### src/rtl/fetch_queue_if.sv
// Handshake bundle between fetch, the fetch queue and the decode stage.
// master drives the fetch/decode side; slave is the queue itself.
interface fetch_queue_if #(
    parameter int unsigned DEPTH = 4,
    parameter int unsigned XLEN  = 64
);
    localparam int unsigned CntW = $clog2(DEPTH) + 1;

    logic            flush_i;
    logic [XLEN-1:0] pc_i;
    logic [31:0]     code_i;
    logic            valid_i;
    logic            ready_o;
    logic [XLEN-1:0] pc_o;
    logic [31:0]     code_o;
    logic            fault_o;
    logic            valid_o;
    logic            ready_i;
    logic [CntW-1:0] count_o;

    modport master (
        output flush_i, pc_i, code_i, valid_i, ready_i,
        input  ready_o, pc_o, code_o, fault_o, valid_o, count_o
    );

    modport slave (
        input  flush_i, pc_i, code_i, valid_i, ready_i,
        output ready_o, pc_o, code_o, fault_o, valid_o, count_o
    );
endinterface

### src/rtl/fetch_queue.sv
// Elastic FIFO of {pc, instruction word, misalignment flag} between fetch and decode.
// Optional same-cycle pass-through when empty: define FETCH_QUEUE_BYPASS_EN.
module fetch_queue #(
    parameter int unsigned DEPTH = 4,
    parameter int unsigned XLEN  = 64
) (
    input logic         clk_i,
    input logic         arst_ni,
    fetch_queue_if.slave fq
);
    localparam int unsigned PtrW = $clog2(DEPTH);
    localparam int unsigned CntW = PtrW + 1;

    typedef struct packed {
        logic [XLEN-1:0] pc;
        logic [31:0]     code;
        logic            fault;
    } entry_t;

    entry_t          mem_q [DEPTH];
    logic [PtrW-1:0] wr_ptr_q, wr_ptr_d;
    logic [PtrW-1:0] rd_ptr_q, rd_ptr_d;
    logic [CntW-1:0] count_q, count_d;
    logic            empty, full, push, pop, bypass;
    entry_t          wr_entry, head;

    assign empty = (count_q == '0);
    // DEPTH is a power of two, so the count MSB is set only when full.
    assign full  = count_q[CntW-1];

`ifdef FETCH_QUEUE_BYPASS_EN
    assign bypass = empty & fq.valid_i & fq.ready_i & ~fq.flush_i;
`else
    assign bypass = 1'b0;
`endif

    assign push = fq.valid_i & ~full & ~fq.flush_i & ~bypass;
    assign pop  = ~empty & fq.ready_i & ~fq.flush_i;

    assign wr_entry = '{pc: fq.pc_i, code: fq.code_i, fault: |fq.pc_i[1:0]};

    always_comb begin
        wr_ptr_d = wr_ptr_q;
        rd_ptr_d = rd_ptr_q;
        count_d  = count_q;
        if (fq.flush_i) begin
            wr_ptr_d = '0;
            rd_ptr_d = '0;
            count_d  = '0;
        end else begin
            if (push) wr_ptr_d = wr_ptr_q + PtrW'(1);
            if (pop)  rd_ptr_d = rd_ptr_q + PtrW'(1);
            unique case ({push, pop})
                2'b10:   count_d = count_q + CntW'(1);
                2'b01:   count_d = count_q - CntW'(1);
                default: count_d = count_q;
            endcase
        end
    end

    always_ff @(posedge clk_i or negedge arst_ni) begin
        if (!arst_ni) begin
            wr_ptr_q <= '0;
            rd_ptr_q <= '0;
            count_q  <= '0;
        end else begin
            wr_ptr_q <= wr_ptr_d;
            rd_ptr_q <= rd_ptr_d;
            count_q  <= count_d;
        end
    end

    always_ff @(posedge clk_i or negedge arst_ni) begin
        if (!arst_ni) begin
            for (int i = 0; i < int'(DEPTH); i++) mem_q[i] <= '0;
        end else if (push) begin
            mem_q[wr_ptr_q] <= wr_entry;
        end
    end

    // Empty queue presents all-zero fields so the decoder sees an INVALID command.
    always_comb begin
        head       = '0;
        fq.valid_o = 1'b0;
        if (!empty) begin
            head       = mem_q[rd_ptr_q];
            fq.valid_o = 1'b1;
        end else if (bypass) begin
            head       = wr_entry;
            fq.valid_o = 1'b1;
        end
    end

    assign fq.pc_o    = head.pc;
    assign fq.code_o  = head.code;
    assign fq.fault_o = head.fault;
    assign fq.ready_o = ~full;
    assign fq.count_o = count_q;
endmodule
### src/flat_wrapper.sv
// flat-port wrapper written by rule: the top's interface ports become plain ports
module fetch_queue_flat 
#(
    parameter int unsigned DEPTH = 4,
    parameter int unsigned XLEN  = 64
)
  (clk_i, arst_ni, fq_flush_i, fq_pc_i, fq_code_i, fq_valid_i, fq_ready_i, fq_ready_o, fq_pc_o, fq_code_o, fq_fault_o, fq_valid_o, fq_count_o);
  fetch_queue_if #(.DEPTH(DEPTH), .XLEN(XLEN)) fq_i ();
  input logic clk_i;
  input logic arst_ni;
  input wire logic [$bits(fq_i.flush_i)-1:0] fq_flush_i;
  input wire logic [$bits(fq_i.pc_i)-1:0] fq_pc_i;
  input wire logic [$bits(fq_i.code_i)-1:0] fq_code_i;
  input wire logic [$bits(fq_i.valid_i)-1:0] fq_valid_i;
  input wire logic [$bits(fq_i.ready_i)-1:0] fq_ready_i;
  output wire logic [$bits(fq_i.ready_o)-1:0] fq_ready_o;
  output wire logic [$bits(fq_i.pc_o)-1:0] fq_pc_o;
  output wire logic [$bits(fq_i.code_o)-1:0] fq_code_o;
  output wire logic [$bits(fq_i.fault_o)-1:0] fq_fault_o;
  output wire logic [$bits(fq_i.valid_o)-1:0] fq_valid_o;
  output wire logic [$bits(fq_i.count_o)-1:0] fq_count_o;
  assign fq_i.flush_i = fq_flush_i;
  assign fq_i.pc_i = fq_pc_i;
  assign fq_i.code_i = fq_code_i;
  assign fq_i.valid_i = fq_valid_i;
  assign fq_i.ready_i = fq_ready_i;
  assign fq_ready_o = fq_i.ready_o;
  assign fq_pc_o = fq_i.pc_o;
  assign fq_code_o = fq_i.code_o;
  assign fq_fault_o = fq_i.fault_o;
  assign fq_valid_o = fq_i.valid_o;
  assign fq_count_o = fq_i.count_o;
  fetch_queue #(.DEPTH(DEPTH), .XLEN(XLEN)) u_core (.clk_i(clk_i), .arst_ni(arst_ni), .fq(fq_i));
endmodule
### config.mk
export PLATFORM = sky130hd
export DESIGN_NAME = fetch_queue_flat
export DESIGN_NICKNAME = d
export VERILOG_FILES = /design/src/rtl/fetch_queue_if.sv /design/src/rtl/fetch_queue.sv /design/src/flat_wrapper.sv
export SDC_FILE = /design/constraint.sdc
export NUM_CORES = 1
export LEC_CHECK = 0
export BUFFER_PORTS_ARGS = -buffer_cell sky130_fd_sc_hd__buf_4
export CAP_MARGIN = 15
export CORE_MARGIN = 2
export CORE_UTILIZATION = 30
export CTS_CLUSTER_SIZE = 24
export DETAILED_ROUTE_END_ITERATION = 10
export PLACE_DENSITY_LB_ADDON = 0.2
export SYNTH_ARGS = -nofsm -noshare
export SYNTH_HDL_FRONTEND = slang
export SYNTH_SLANG_ARGS = --single-unit
### constraint.sdc
create_clock -name clk_i -period 3.15 [get_ports clk_i]
set_clock_uncertainty 0.15 [all_clocks]
set_input_delay 0.4725 -clock clk_i [delete_from_list [all_inputs] [get_ports clk_i]]
set_output_delay 0.4725 -clock clk_i [all_outputs]
set_load 0.02 [all_outputs]
Word-level counts from Yosys, hierarchy flattened

Index checks and enable logic that the tools add are counted.

Input bits: 101
Register bits: 395
Output and inout port bits: 102
Word-level logic and storage cells: 53

Equal/unequal tests: 2
Multiplexer cells: 14
Reduce and logical (&&, ||, !) cells: 6
Bitwise logic cells: 9
Order comparisons: 3
Add/sub/neg operators: 4

Operators by type and width:

| cell                  | count |
|---|---|
| $bwmux W388           | 1 |
| $mux W97              | 4 |
| $bmux W97 S2          | 1 |
| $demux W97 S2         | 1 |
| $mux W2               | 4 |
| $ge A3 B3 Y1 const B  | 2 |
| $not A2 Y3            | 2 |
| $pmux W3 S2           | 1 |
| $add A2 B1 Y2 const B | 2 |
| $and A1 B1 Y1         | 4 |
| $reduce_bool A2 Y1    | 2 |
| $add A3 B1 Y3 const B | 1 |
| $logic_not A3 Y1      | 1 |
| $lt A3 B1 Y1 const B  | 1 |
| $mux W3               | 1 |
| $not A1 Y1            | 3 |
| $reduce_bool A3 Y1    | 1 |
| $sub A3 B1 Y3 const B | 1 |
| $eq A2 B1 Y1 const B  | 1 |
| $eq A2 B2 Y1 const B  | 1 |
| $reduce_or A2 Y1      | 1 |
| $logic_and A1 B1 Y1   | 1 |
| $mux W1               | 1 |

Depth between registers and ports, before layout

Gate-level depths: netlist (run 1).

Depth after elaboration: 7
Depth in mapped cells: 9
Depth with buffers taken out: 7

Worst setup path before layout (run 1)

No wires, ideal clock.

Path type: reg-to-reg
Start: register u_core.count_q[2], in the netlist u_core.fq.count_o[2]
End: register u_core.count_q[2], in the netlist u_core.fq.count_o[2]
Library setup time: 0.077 ns
Period minus slack after synthesis: 2.429 ns
Path slack: 0.721 ns
Cell stages (with the launch flop): 10
Data arrival time: 2.202 ns
Required time: 2.923 ns
Path buffers: 2
Cells stage by stage: dfrtp_1 or3_1 buf_2 clkbuf_1 nand2_1 nor3_1 fa_1 nor4_1 a31oi_1 a21oi_1

Cells in the longest elaborated chain, start to end: 7
Elaborated cells on any way between the ends: 14
Classes of those cells: add/sub: 2; eq/ne: 2; mux: 2; bitwise: 6; reduce/logical: 2

Ends and longest elaborated chain:

| element                                      | RTL line          | text |
|---|---|---|
| from (decl)                                  | fetch_queue.sv:23 | `logic [CntW-1:0] count_q, count_d;` |
| from (signal assigned)                       | fetch_queue.sv:69 | `count_q <= count_d;` |
| $logic_not A3 Y1                             | fetch_queue.sv:27 | `assign empty = (count_q == '0);` |
| $not A1 Y1                                   | fetch_queue.sv:38 | `assign pop = ~empty & fq.ready_i & ~fq.flush_i;` |
| $and A1 B1 Y1 (2 in series)                  | fetch_queue.sv:38 |  |
| $eq A2 B1 Y1 or $eq A2 B2 Y1 (tied branches) | fetch_queue.sv:53 | `unique case ({push, pop})` |
| $pmux W3 S2                                  | fetch_queue.sv:53 |  |
| $mux W3                                      | fetch_queue.sv:46 | `if (fq.flush_i) begin` |

Parallel ways exist; a longest one is shown, timed or not.
A chain may end at the register's enable or synchronous reset.

Worst setup path in the final report (run 1)

Start: register u_core.rd_ptr_q[1]
End: output fq_pc_o[7]

Cells in the longest elaborated chain, start to end: 5

Ends and longest elaborated chain:

| element                                      | RTL line           | text |
|---|---|---|
| from (decl)                                  | fetch_queue.sv:22  | `logic [PtrW-1:0] rd_ptr_q, rd_ptr_d;` |
| from (signal assigned)                       | fetch_queue.sv:68  | `rd_ptr_q <= rd_ptr_d;` |
| $not A2 Y3 (not written as such)             | fetch_queue.sv:86  | `head = mem_q[rd_ptr_q];` |
| $bmux W97 S2                                 | fetch_queue.sv:86  |  |
| $mux W97 (not written as such) (2 in series) | fetch_queue.sv:86  |  |
| $mux W97                                     | fetch_queue.sv:85  | `if (!empty) begin` |
| to (decl)                                    | flat_wrapper.sv:17 | `output wire logic [$bits(fq_i.pc_o)-1:0] fq_pc_o;` |

Every way passes these cells. The select of a mux whose other input is x is not followed.

==> impl_metrics.toml, run 1 <==
[placed_design]
port_buffers = 202
hpwl_mm = 27.6
placedInstanceArea_um2 = 20900
placed_cells = 2063
place_congestion = 0.728

[clock_network]
cts_tree = "built"
path_clk_slew_ps = 60
cts-root-buf = "clkbuf_16"
clockBufferDepth = 3
htree_levels = 2
cts_buffers = 47
clock_sinks = 395
clk-insertion-delay-late_ps = 570

[power]
pwr-share-comb_pct = 25.7
leakage_nw = 10.3
vdd_ir_drop_max_mv = 0.429
p_sw_mw = 4.70
internal_power_mw = 13.4
pwr-share-clk_pct = 32.3
swShare_pct = 25.9
pwr-share-seq_pct = 42.0
p_per_area_nw_per_um2 = 769

[finish]
stdcell_count = 2250
area_delta_synth_final_pct = 28.9
fin_nets = 1537
fillers = 5586
layout-drive-gt1-share_pct = 56.1
final_area_um2 = 23500

[timing]
finalSetupTns_ps = 0
worstMarginPinSlew_ps = 681
rsz0062_at_grt = "false"
min_period_ps = 3040
maxSlewViolCount = 0
setup_viol = 0
max_freq_ghz = 0.329
maxSlewHeadroom_pct = 54.6
period_share_pct = 96.6
hold_violations = 0

[run]
cap_violations = 0

[grt]
antenna_found_initial = 1
grt_busiest_layer = "met2"
grt_util_met1_pct = 18.6
overflow = 0
grt.total_usage_pct = 14.3
grt_pass1_vias = 11941
grt_max_degree = 75
grt_util_met3_pct = 2.47
met2_usage_pct = 24.4
grt_pass1_wl_mm = 70.4

[floorplan]
die_area_um2 = 62900
ioPinCount = 203
die_w_um = 251
die_h_um = 251
start_util_pct = 30.3
core_area_um2 = 60200
num_rows = 90

[worst_setup_path]
crit_required_ps = 2530
r2r_end = "u_core.fq.count_o[2]"
cpMostUsedCell = "buf_4"
path_buf_inv = 2
critPathTopFamily = "flip-flops"
r2r.worst_path.cells = 7
crit_path_max_incr_delay_ps = 800
slowest_stage = "dfrtp_4"
rrSetupSlack_ps = 810
critPathKind = "flop to output pin"
end_kind = "output pin"
crit_fanout = 27
path_cells = "buf_4, mux4_2, and2_1, buf_4"
cp.arrival_ps = 2420
startpoint_type = "flop"
rr_startpoint = "u_core.fq.count_o[2]"

[yosys]
syn_area_um2 = 18300
synth_cell_types = 31
synth_cells = 1109
synthTopCellsByCount = "395 x dfrtp_1, 312 x mux2_2, 101 x and2_1"
yosys.area_share.simple_pct = 4.11
synth_mux_area_share_pct = 37.1
synth_seq_cells = 395
yosysSeqAreaShare_pct = 54.1
synthMostInstantiatedCell = "dfrtp_1"
yosys.area.top_type = "dfrtp_1"
synth-xor-area-share_pct = 0.192
synth_compound_area_share_pct = 0.459
syn_nets = 1215
synth-edff-count = 0
synthFlopType = "dfrtp_1"
ys_warn_count = 0
synth_area_leaders = "dfrtp_1 54%, mux2_2 19%, mux4_2 12%"
synth.avg_cell_area_um2 = 16.5
synthAdderAreaFrac_pct = 0.384
ys_async_sr_fraction_pct = 100
synth_top_family_by_area = "multiplexers"
synth_top_area_share_pct = 54.1

[drt]
firstDrtPassIters = 4
viasPerCell = 4.68
ant_nets = 0
vias = 10527
wl_per_cell_um = 19.6
drtIter0Drc = 402
drc = 0
wl_mm = 44.0

[min_path]
hold_path.class = "primary input to flop"
whs_endpoint = "u_core.fq.count_o[1]"
hp-start = "fq_valid_i"
whs_path_depth = 4

[status]
status = "finished clean"
==> kinds of logic (layout without fill, tap and decap cells) <==
logic type	Yosys count	after routing
simple gates	125	125
fa+ha+maj	5	5
flops	395	395
buf+inv	84	442
other cells	0	1
xor+xnor	4	4
mux	481	481
compound gates	15	15
==> worst min-delay path: stages <==
cell,delay (ps)
buf_4,120
nand3_1,60
o21ai_0,70
a221oi_1,80
==> what timing repair did <==
action,4_1_cts,5_1_grt
hold endpoints to repair,453,0
setup buffers,3,0
resized for setup,1,0
hold buffers,98,0
setup endpoints to repair,36,0
==> per-layer routing <==
metal | wire length, um | vias to the layer above | share of wire, %
met5 | 0 | - | 0
met4 | 1010 | 0 | 2.3
met3 | 1420 | 64 | 3.2
met2 | 22000 | 130 | 50
met1 | 19600 | 5632 | 45
li1 | - | 4701 | -
==> flip-flops by register name, indices dropped and copies added (netlist names) <==
name / cells
u_core.rd_ptr_q: 2
u_core.wr_ptr_q: 2
u_core.fq.count_o: 3
u_core.mem_q: 388
==> metrics by stage <==
step	hold slack [ps]	utilization [%]	power [mW]	setup WS (ps)
6_report	144	39.1	18.1	108
5_1_grt	134	39.1	19.1	0.624
4_1_cts	103	39.1	18.4	45.6
3_5_place_dp	338	34.6	12.3	578
3_3_place_gp	334	34.6	12.2	602
2_1_floorplan	26.9	-	10.8	721
==> layout make-up <==
type	count	area [um2]	area share, %
Sequential cell	395	9890	42.0
Multi-Input combinational cell	630	7730	32.8
Timing Repair Buffer	353	3250	13.8
Clock buffer	66	1380	5.85
Tap cell	782	978	4.16
Clock inverter	19	304	1.29
Inverter	4	15.0	0.0638
Antenna cell	1	2.50	0.0106
==> how the worst max path moves through the flow <==
stage                           end  slack, ps                 start  depth (start not counted)
2_1_floorplan  u_core.fq.count_o[2]        720  u_core.fq.count_o[2]                          9
3_3_place_gp          fq_code_o[30]        600    u_core.rd_ptr_q[0]                          4
3_5_place_dp          fq_code_o[30]        580    u_core.rd_ptr_q[0]                          4
4_1_cts                  fq_pc_o[7]         50    u_core.rd_ptr_q[1]                          4
5_1_grt                 fq_pc_o[49]        0.6    u_core.rd_ptr_q[1]                          4
6_report                 fq_pc_o[7]        110    u_core.rd_ptr_q[1]                          4
==> cell usage in the layout, fill, tap and decap left out, drive strengths merged, types with 2 or more instances in the layout <==
cell type,netlist,routed
and2,101,101
nor2,12,12
nand3,2,2
clkbuf,19,66
nand2b,2,2
o21ai,4,4
dlygate4sd3,0,98
xor2,2,2
dfrtp,395,395
ha,4,4
a21oi,8,8
inv,4,5
mux4,97,97
nand2,2,2
bufinv,0,8
clkinv,0,8
clkinvlp,0,2
buf,61,255
mux2,384,384
xnor2,2,2
==> power by group through the flow <==
stage	logic, mW	registers [mW]	clock network [mW]
2_1_floorplan	3.40	7.38	0
3_3_place_gp	4.52	7.65	0
3_5_place_dp	4.62	7.68	0
4_1_cts	4.75	7.61	6.06
5_1_grt	5.03	7.83	6.26
6_report	4.66	7.60	5.85
(Power assumes the default switching activity.)
==> run 2, diff against run 1 <==
--- a/config.mk
+++ b/config.mk
@@ -11,7 +11,6 @@
 export CORE_UTILIZATION = 30
 export CTS_CLUSTER_SIZE = 24
 export DETAILED_ROUTE_END_ITERATION = 10
-export PLACE_DENSITY_LB_ADDON = 0.2
 export SYNTH_ARGS = -nofsm -noshare
 export SYNTH_HDL_FRONTEND = slang
 export SYNTH_SLANG_ARGS = --single-unit
==> run 2 against run 1 <==
Via count grew 0.27%. Fmax rose by 2.8%. Non-clock buffer count decreased by 17. Design area decreased by 2.1%. First-iteration DRC count increased by 23%. Utilization decreased by 0.80 points. Critical endpoint is now fq_pc_o[40].
==> impl_metrics.toml, run 2 (synthesized netlist as in run 1, its figures left out) <==
[timing]
max_freq_ghz = 0.338
holdWs_ps = 150
finalSetupTns_ps = 0
period_share_pct = 93.9
hold_violations = 0
worstMarginPinSlew_ps = 653
maxSlewHeadroom_pct = 56.5
rsz0062_at_grt = "false"
min_period_ps = 2960
maxSlewViolCount = 0
setup_viol = 0

[drt]
drc = 0
drtIter0Drc = 496
wl_per_cell_um = 18.9
viasPerCell = 4.75
ant_nets = 0
wl_mm = 42.1
firstDrtPassIters = 4
vias = 10555

[placed_design]
place_congestion = 0.709
port_buffers = 202
hpwl_mm = 26.0

[worst_setup_path]
path_cells = "buf_4, mux4_2, and2_1, buf_4"
cp.arrival_ps = 2340
rr_startpoint = "u_core.fq.count_o[2]"
critPathTopFamily = "multiplexers"
cpMostUsedCell = "buf_4"
r2r_end = "u_core.fq.count_o[2]"
slowest_stage = "mux4_2"
path_buf_inv = 2
crit_required_ps = 2530
startpoint_type = "flop"
end_kind = "output pin"
critPathKind = "flop to output pin"
rrSetupSlack_ps = 850
crit_path_max_incr_delay_ps = 560
crit_fanout = 20
r2r.worst_path.cells = 7

[clock_network]
path_clk_slew_ps = 60
clock_sinks = 395
htree_levels = 2
clk-insertion-delay-late_ps = 560
clockBufferDepth = 3
cts-root-buf = "clkbuf_16"
cts_resized = 0
cts_tree = "built"
cts_buffers = 45

[power]
p_sw_mw = 4.66
pwr-share-comb_pct = 26.4
p_per_area_nw_per_um2 = 757
swShare_pct = 26.7
pwr-share-seq_pct = 43.6
leakage_nw = 10.0
internal_power_mw = 12.8
pwr-share-clk_pct = 30.0
vdd_ir_drop_max_mv = 0.451

[finish]
area_delta_synth_final_pct = 26.3
post-route-util_pct = 38.3
layout-drive-gt1-share_pct = 55.2
largest_reg_flops = 388
fin_nets = 1518
final_cell_mix = "393 x dfrtp_1, 312 x mux2_2, 222 x buf_4"
largest_register = "u_core.mem_q"
final_common_cell = "dfrtp_1"
fillers = 5595
diodes = 0

[floorplan]
num_rows = 90
start_util_pct = 30.3
die_area_um2 = 62900
die_h_um = 251
ioPinCount = 203
die_w_um = 251
core_area_um2 = 60200

[min_path]
hp-start = "fq_valid_i"
whs_path_depth = 3
hold_path.class = "primary input to flop"
whs_endpoint = "u_core.fq.count_o[2]"

[grt]
overflow = 0
grt_pass1_vias = 11813
grt.total_usage_pct = 13.6
grt_max_degree = 73
grt_pass1_wl_mm = 67.6
antenna_found_initial = 0

[run]
cap_violations = 0

[status]
status = "finished clean"
==> run 2: cell types whose count changed in the layout (fill, tap and decap cells not counted), sizes merged <==
| cell | before | now |
|---|---|---|
| clkinv | 8 | 6 |
| bufinv | 8 | 2 |
| buf | 255 | 238 |
| diode | 1 | 0 |
==> run 2: final cells by class <==
class	instances	area, um2	area share, %
well taps	782	978	4.24
clock buffers	66	1350	5.84
flip-flops and latches	395	9890	42.9
repair buffers	336	2960	12.8
inverters	4	15.0	0.0651
multi-input cells	630	7730	33.5
clock inverters	11	140	0.608
==> run 2: per-layer routing <==
metal | global-route usage (%) | vias up | share of wire, %
li1 | - | 4646 | -
met1 | 17.2 | 5637 | 43
met2 | 23.6 | 196 | 51
met3 | 2.73 | 76 | 3.9
met4 | 3.82 | 0 | 2.2
met5 | 0 | - | 0
==> run 2: timing repair <==
item / CTS / global route
hold endpoints to repair: 436 / 0
buffers inserted: 0 / 0
hold buffers: 98 / 0
==> run 2: through the flow <==
step	total power, mW	std cells	cell area (um2)	worst slack, ps
final	17.5	2224	23100	192
after CTS	17.8	2224	23100	79.2
after global routing	18.5	2224	23100	11.3
after floorplan	10.8	1109	18300	721
after global placement	12.1	2049	20600	709
after detailed placement	12.3	2049	20600	701
==> run 2: worst max path at each step <==
stage | from | to | slack (ps) | cells past startpoint
finish | u_core.rd_ptr_q[0] | fq_pc_o[40] | 190 | 4
global route | u_core.rd_ptr_q[0] | fq_pc_o[40] | 10 | 4
CTS | u_core.rd_ptr_q[0] | fq_pc_o[40] | 80 | 4
detailed placement | fq_flush_i | u_core.mem_q[134] | 700 | 5
global placement | u_core.rd_ptr_q[0] | fq_pc_o[40] | 710 | 4
floorplan | u_core.fq.count_o[2] | u_core.fq.count_o[2] | 720 | 9
==> run 2: power groups by stage <==
| stage | clock (mW) | sequential, mW | combinational [mW] |
|---|---|---|---|
| 6_report | 5.23 | 7.61 | 4.62 |
| 5_1_grt | 5.64 | 7.83 | 4.99 |
| 2_1_floorplan | 0 | 7.38 | 3.40 |
| 3_3_place_gp | 0 | 7.59 | 4.48 |
| 3_5_place_dp | 0 | 7.69 | 4.60 |
| 4_1_cts | 5.43 | 7.62 | 4.71 |
==> run 2: worst min-delay path, cell delays in order <==
cell,delay [ps]
buf_4,120
a31oi_1,80
a21oi_1,150
